[src/rtl/muldiv_pkg.sv]
// Shared types and constants for the HI/LO mul/div sequencer.
// Holds the FSM encoding, divider sizing and a small negate helper.
package muldiv_pkg;

  typedef enum logic [1:0] {
    IDLE     = 2'd0,
    MUL_WAIT = 2'd1,
    DIV_RUN  = 2'd2,
    DONE     = 2'd3
  } state_t;

  localparam int          DIV_ITER = 32;
  localparam logic [31:0] DIV0_Q   = 32'hFFFF_FFFF;
  localparam int          CNT_W    = 5;

  function automatic logic [31:0] neg_if(
    input logic        c,
    input logic [31:0] v
  );
    return c ? (~v + 32'd1) : v;
  endfunction

endpackage

[src/rtl/div_core.sv]
// Restoring divider datapath: one quotient bit per step_en cycle.
// Ports: start/a_mag/b_mag load, step_en, clear, q, r, last.
module div_core
  import muldiv_pkg::*;
#(
  parameter int ITER = DIV_ITER
) (
  input  logic        clk,
  input  logic        rst,
  input  logic        start,
  input  logic [31:0] a_mag,
  input  logic [31:0] b_mag,
  input  logic        step_en,
  input  logic        clear,
  output logic [31:0] q,
  output logic [31:0] r,
  output logic        last
);

  logic [31:0]      quo;
  logic [31:0]      rem;
  logic [31:0]      dsr;
  logic [CNT_W-1:0] cnt;
  logic             fin;
  logic [32:0]      trial;

  // 33-bit trial keeps the shifted remainder exact for large divisors.
  assign trial = {rem, quo[31]} - {1'b0, dsr};

  always_ff @(posedge clk or posedge rst) begin
    if (rst) begin
      quo <= '0;
      rem <= '0;
      dsr <= '0;
      cnt <= '0;
      fin <= 1'b0;
    end else if (clear) begin
      quo <= '0;
      rem <= '0;
      dsr <= '0;
      cnt <= '0;
      fin <= 1'b0;
    end else if (start) begin
      quo <= a_mag;
      rem <= '0;
      dsr <= b_mag;
      cnt <= '0;
      fin <= 1'b0;
    end else if (step_en) begin
      if (!trial[32]) begin
        rem <= trial[31:0];
        quo <= {quo[30:0], 1'b1};
      end else begin
        rem <= {rem[30:0], quo[31]};
        quo <= {quo[30:0], 1'b0};
      end
      cnt <= cnt + 1'b1;
      fin <= (cnt == CNT_W'(ITER - 1));
    end
  end

  assign q    = quo;
  assign r    = rem;
  assign last = fin;

endmodule

[src/rtl/muldiv_ctrl.sv]
// EXE-stage HI/LO sequencer: multiply handshake, divider, result hold.
// Ports: op_* request, flush, res_ack, mult_* handshake, busy/res_*.
module muldiv_ctrl #(
  parameter int          DIV_ITER = muldiv_pkg::DIV_ITER,
  parameter logic [31:0] DIV0_Q   = muldiv_pkg::DIV0_Q
) (
  input  logic        clk,
  input  logic        rst,
  input  logic        op_valid,
  input  logic        op_mul,
  input  logic        op_div,
  input  logic        op_sign,
  input  logic [31:0] op_a,
  input  logic [31:0] op_b,
  input  logic        flush,
  input  logic        res_ack,
  output logic        mult_begin,
  input  logic        mult_end,
  input  logic [63:0] product,
  output logic        busy,
  output logic        res_valid,
  output logic [31:0] res_hi,
  output logic [31:0] res_lo
);
  import muldiv_pkg::*;

  state_t      state;
  state_t      state_nx;
  logic        a_neg;
  logic        b_neg;
  logic        b_zero;
  logic        start;
  logic        step_en;
  logic        last;
  logic [31:0] a_mag;
  logic [31:0] b_mag;
  logic [31:0] q;
  logic [31:0] r;

  assign start = (state == IDLE) && op_valid && !op_mul
               && op_div && !flush;

  assign a_mag = neg_if(op_sign & op_a[31], op_a);
  assign b_mag = neg_if(op_sign & op_b[31], op_b);

  // Divide-by-zero skips the iterations entirely.
  assign step_en = (state == DIV_RUN) && !b_zero && !last;

  div_core #(
    .ITER(DIV_ITER)
  ) u_div (
    .clk    (clk),
    .rst    (rst),
    .start  (start),
    .a_mag  (a_mag),
    .b_mag  (b_mag),
    .step_en(step_en),
    .clear  (flush),
    .q      (q),
    .r      (r),
    .last   (last)
  );

  always_ff @(posedge clk or posedge rst) begin
    if (rst) state <= IDLE;
    else     state <= state_nx;
  end

  always_comb begin
    state_nx = state;
    unique case (state)
      IDLE: begin
        if (op_valid && op_mul)      state_nx = MUL_WAIT;
        else if (op_valid && op_div) state_nx = DIV_RUN;
      end
      MUL_WAIT: if (mult_end)          state_nx = DONE;
      DIV_RUN:  if (b_zero || last)    state_nx = DONE;
      DONE:     if (res_ack)           state_nx = IDLE;
      default:                         state_nx = IDLE;
    endcase
    if (flush) state_nx = IDLE;
  end

  always_comb begin
    busy       = (state != IDLE);
    mult_begin = (state == MUL_WAIT);
    res_valid  = (state == DONE);
  end

  always_ff @(posedge clk or posedge rst) begin
    if (rst) begin
      a_neg  <= 1'b0;
      b_neg  <= 1'b0;
      b_zero <= 1'b0;
    end else if (start) begin
      a_neg  <= op_sign & op_a[31];
      b_neg  <= op_sign & op_b[31];
      b_zero <= (op_b == 32'd0);
    end
  end

  // EXE holds op_a stable while busy, so the div-by-zero HI comes from it.
  always_ff @(posedge clk or posedge rst) begin
    if (rst) begin
      res_hi <= '0;
      res_lo <= '0;
    end else if (!flush) begin
      if (state == MUL_WAIT && mult_end) begin
        res_hi <= product[63:32];
        res_lo <= product[31:0];
      end else if (state == DIV_RUN && b_zero) begin
        res_hi <= op_a;
        res_lo <= DIV0_Q;
      end else if (state == DIV_RUN && last) begin
        res_hi <= neg_if(a_neg, r);
        res_lo <= neg_if(a_neg ^ b_neg, q);
      end
    end
  end

endmodule

[config.mk]
export PLATFORM = sky130hd
export DESIGN_NAME = muldiv_ctrl
export DESIGN_NICKNAME = d
export VERILOG_FILES = /design/src/rtl/muldiv_pkg.sv /design/src/rtl/div_core.sv /design/src/rtl/muldiv_ctrl.sv
export SDC_FILE = /design/constraint.sdc
export NUM_CORES = 1
export LEC_CHECK = 0
export ABC_AREA = 1
export BUFFER_PORTS_ARGS = -buffer_cell sky130_fd_sc_hd__buf_2
export CAP_MARGIN = 0
export CORE_ASPECT_RATIO = 1.5
export CORE_MARGIN = 2
export CORE_UTILIZATION = 50
export CTS_CLUSTER_DIAMETER = 80
export DETAILED_ROUTE_END_ITERATION = 12
export GPL_TIMING_DRIVEN = 1
export PLACE_DENSITY = 0.74
export SYNTH_ARGS = -nofsm -noshare
export SYNTH_HDL_FRONTEND = slang
export SYNTH_HIERARCHICAL = 1
export SYNTH_SLANG_ARGS = --single-unit
[constraint.sdc]
create_clock -name clk -period 3.4 [get_ports clk]
set_clock_uncertainty 0.1 [all_clocks]
set_input_delay 0.85 -clock clk [delete_from_list [all_inputs] [get_ports clk]]
set_output_delay 0.85 -clock clk [all_outputs]
set_load 0.02 [all_outputs]
# Yosys cells after proc, flatten, opt, wreduce, memory -nomap -nowiden
# Cells that the tools add are included.
# op_classes
eq_ne,8
n_addsub,6
n_reduce_logical,24
muxes,33
bitwise,8
# op_table
cell,count
2-to-1 mux 32 bit,19
adder 32 x 1 -> 32 bit (second input constant),4
inverter 32 bit,4
subtractor 33 x 32 -> 33 bit,1
zero test 32 bit,1
2-to-1 mux 5 bit,3
2-to-1 mux 2 bit,6
logical AND 1 bit,11
case mux 2 bit (4 select lines),1
!= test 3 x 2 -> 1 bit (second input constant),2
nonzero test 3 bit,2
adder 5 x 1 -> 5 bit (second input constant),1
== test 5 bit (second input constant),1
== test 2 bit (second input constant),2
zero test 1 bit,4
2-to-1 mux 1 bit,4
!= test 4 x 2 -> 1 bit (second input constant),1
AND reduction 4 bit,1
nonzero test 2 bit,2
!= test 3 bit (second input constant),1
AND 1 bit,2
== test 2 x 1 -> 1 bit (second input constant),1
zero test 2 bit,1
AND reduction 2 bit,1
other kinds (3),3
# word_totals
reg_bits,171
word_cells,90
out_inout_bits,67

# Longest topological paths before layout
# logic_depth
word_depth,7
ltp_mapped,18

# Cells and area by module
# Netlist, hierarchy kept.
# modules_own_cells
module,instances,cells_per_inst,area_each_um2
muldiv_ctrl,1,1370,7639.8
div_core,1,1111,7503.4

# Least setup slack after synthesis
# No wires, ideal clock.
# synth_path
path_kind,input to register
from,input flush
to,"register u_div.quo[7], in the netlist u_div/q[7]"
stages,7
n_path_buf,2
slack_ps,1001
t_arrival_ps,2168
path_cell_list,inv_1 > nand3_1 > inv_1 > buf_2 > buf_1 > mux2i_1 > o21ai_0
# synth_via
elab_chain_len,4
word_cells_on_any_way,5
cone_classes,2 x mux; 3 x reduce/logical
# synth_rtl
item,line,text
start: declaration,muldiv_ctrl.sv:15,"input logic flush,"
zero test 1 bit (*),-,
logical AND 1 bit (*),muldiv_ctrl.sv:41,&& op_div && !flush;
named net start,muldiv_ctrl.sv:32,logic start;
2-to-1 mux 32 bit,div_core.sv:43,end else if (start) begin
2-to-1 mux 32 bit,div_core.sv:37,end else if (clear) begin
end signal: assignment,div_core.sv:44,quo <= a_mag;
end signal: assignment,div_core.sv:52,"quo <= {quo[30:0], 1'b1};"
end signal: assignment,div_core.sv:55,"quo <= {quo[30:0], 1'b0};"
end: declaration,div_core.sv:20,logic [31:0] quo;
# Mark *: on every way through the listed nets, which the timed path passes. The rest lies on a longest branch.
# A chain may end at the register's enable or synchronous reset.

# Worst setup path in the final report
# layout_path
from,"register u_div.quo[31], in the netlist u_div/q[31]"
to,"register u_div.rem[23], in the netlist u_div/r[23]"
# layout_via
elab_chain_len,5
# layout_rtl
item,line,text
subtractor 33 x 32 -> 33 bit,div_core.sv:28,"assign trial = {rem, quo[31]} - {1'b0, dsr};"
2-to-1 mux 32 bit,div_core.sv:50,if (!trial[32]) begin
2-to-1 mux 32 bit,div_core.sv:49,end else if (step_en) begin
2-to-1 mux 32 bit,div_core.sv:43,
2-to-1 mux 32 bit,div_core.sv:37,
end signal: assignment,div_core.sv:51,rem <= trial[31:0];
end signal: assignment,div_core.sv:54,"rem <= {rem[30:0], quo[31]};"
end: declaration,div_core.sv:21,logic [31:0] rem;
# No other way between the ends. The select of a mux whose other input is x is not followed.

==> results.toml <==
[worst_setup_path]
reg2reg_setup_slack_ns = 0.64
slowest_delay_ns = 0.44
cp.depth = 16
cp.required_ns = 3.65
crit_buf_inv = 2
endpoint_kind = "flip-flop"
cp.arrival_ns = 3.01
critPathKind = "reg -> reg"
crit_fanout = 32
crit_family = "simple AND/OR/NAND/NOR gates"
reg2reg_depth = 16
start_kind = "flip-flop"
path_cells = "inv_1 > ha_1 > inv_1 > fa_1 > nand2_1 > nand2_1 > nand3_1 > nand2_1 > nand2_1 > nand2_4 > nand2_4 > nand3_2 > nand2_4 > nand2_1 > nand3_2 > nand2_1"
path_common_cell = "nand2_1"
worst_path_max_delay_cell = "fa_1"

[yosys]
yosysMostFrequentCell = "nand2_1"
yosys.area_share.simple_pct = 41.9
synth_edf_count = 0
synthAdderAreaFrac_pct = 3.69
yosys.area.top_type = "dfrtp_1"
yosys.cell_types.count = 51
synth_nets = 2662
seq_area_frac_synth_pct = 28.3
synth_top_area_share_pct = 28.3
avgSynthCellArea_um2 = 6.10
synthArstFlopShare_pct = 100
ys.flop_type = "dfrtp_1"
synth_top_family_by_area = "simple AND/OR/NAND/NOR gates"
synth_compound_area_share_pct = 8.44
synth_area_leaders = "dfrtp_1 (28%), nand2_1 (21%), inv_1 (8.5%), nor2_1 (7.6%), nand3_1 (6.9%)"
syn-cell-area_um2 = 15100
synth_common_cells = "nand2_1 (841), inv_1 (341), nor2_1 (306)"
synth_warnings = 6
ys_ff_latch = 171
synth-xor-area-share_pct = 4.28
synth.area.mux_share_pct = 1.98
postSynthCellCount = 2481

[floorplan]
start_util_pct = 50.4
die_h_um = 217
fp.dieW_um = 146
die_area_um2 = 31700
num_rows = 78
core_area_um2 = 30100
num_io_pins = 204

[global_route]
grt_pass1_vias = 15800
grt_pass1_wl_um = 85600
grt_use_total_pct = 35.0
antenna_found_initial = 0
gr-total-overflow = 0
grt_max_degree = 111

[timing]
fin_tns_setup_ns = 0
slew_headroom_pct = 36.6
worst_slack_ns = 0.645
drv_slew = 0
setup-violations-final = 0
finalCritPeriodShare_pct = 81.0
period_needed_ns = 2.76
rsz0062_at_grt = "false"
worstMarginPinSlew_ns = 0.950
final_hold_viol_count = 0
fmax_mhz = 363
whs_ns = 0.319

[layout]
drive_gt1_share_pct = 13.1
layout.area.seq_um2 = 4280
fillerInstances = 3124
antenna_cells = 0
multiInputGateArea_um2 = 9140
final_area_um2 = 17200
syn_to_final_growth_pct = 13.4
final_nets = 2832

[clocking]
cts_tree = "built"
clk_pin_slew_ns = 0.08
root_buffer = "clkbuf_16"
cts.sinks = 171
htree_levels = 4
cts_resized = 0
clock_path_buffers = 2
numCtsBuffers = 17
post_cts_buffers = 0
ctsHoldBuffers = 0
clk_latency_ns = 0.47

[drt]
drt_iter0_drc = 883
antenna_left = 0
detail_route.drc_violations = 0
vias_per_cell = 5.33
vias = 16300
post_drt_wl_per_cell_um = 17.9
totalWireLength_um = 54800
first_pass_iters = 5

[power]
p_clk_share_pct = 16.4
p_leak_nw = 9.70
p_int_mw = 6.55
pwr_density_cell_nw_per_um2 = 807
switching_power_mw = 7.32
finalPower_mw = 13.9
vdd_drop_max_mv = 0.369
switching_share_pct = 52.8
seqPwrFrac_pct = 21.0
p_comb_share_pct = 62.6

[place]
io_buffers = 203
gp_congestion = 0.991
dp_slack_ns = 0.362
post_dp_cell_area_um2 = 16500
dpl.hpwl_um = 44700

[outcome]
status = "finished clean"

[min_path]
worstHoldPathType = "in -> async"

[flow_run]
drv_cap = 0
## worst paths after layout
kind / from / endpoint
hold reg to reg: res_lo[16] / res_lo[16]
min in group clk: res_lo[16] / res_lo[16]
max in group asynchronous: rst / u_div/r[26]
setup / recovery: u_div/q[31] / u_div/r[23]
setup reg to reg: u_div/q[31] / u_div/r[23]
hold / removal: rst / state[1]
## power by group through the flow
stage / Combinational, mW / Clock, mW / Sequential (mW)
floorplan: 6.06 / 0 / 3.23
global placement: 8.46 / 0 / 2.93
detailed placement: 8.57 / 0 / 2.94
CTS: 8.61 / 2.29 / 2.90
global route: 9.69 / 2.37 / 2.97
finish: 8.68 / 2.28 / 2.91
## state kept, by name, summed over array words and instances, names as in the netlist
signal,flops
u_div/q,32
res_hi,32
res_lo,32
state,2
u_div/dsr,32
u_div/r,32
b_zero,1
u_div/last,1
b_neg,1
a_neg,1
u_div/cnt,5
## layout by cell type (no fill, tap or decap), types with 23 or more instances in the layout
master   instances
nand4_1         28
xor2_1          51
mux2i_1         30
nand3_1        209
nand2_2         27
xnor2_1         23
buf_2          203
inv_1          338
o21ai_0        149
dfrtp_1        171
a21oi_1         40
nor3_1          26
nor2_1         304
nand2_1        840
ha_1            43
## metal layers
layer / GRT usage (%) / wire length, µm / vias up / part of all wire (%)
li1: - / - / 8082 / -
met4: 27.4 / 4660 / 0 / 8.5
met2: 64.8 / 28200 / 572 / 51
met1: 35.9 / 19600 / 7510 / 36
met5: 0 / 0 / - / 0
met3: 3.63 / 2330 / 158 / 4.2
## logic make-up after synthesis
group,after synthesis
AND/OR/NAND/NOR,1492
AO/OA/AOI/OAI,237
buffers and inverters,433
XOR/XNOR,74
multiplexers,30
adder cells (fa/ha/maj),44
flip-flops,171
## per-stage QoR
step           instances  util [%]
2_1_floorplan       2481         -
3_3_place_gp        3032      54.9
3_5_place_dp        3032      54.9
4_1_cts             3064      57.1
5_1_grt             3064      57.1
6_report            3064      57.1
## area by class of cell
type / instances / share of cell area [%]
clock inverters: 15 / 1.40
clock buffers: 17 / 2.48
repair buffers: 227 / 7.26
flip-flops and latches: 171 / 24.9
multi-input cells: 1877 / 53.2
well taps: 400 / 2.91
inverters: 357 / 7.82
(Power assumes the default switching activity.)
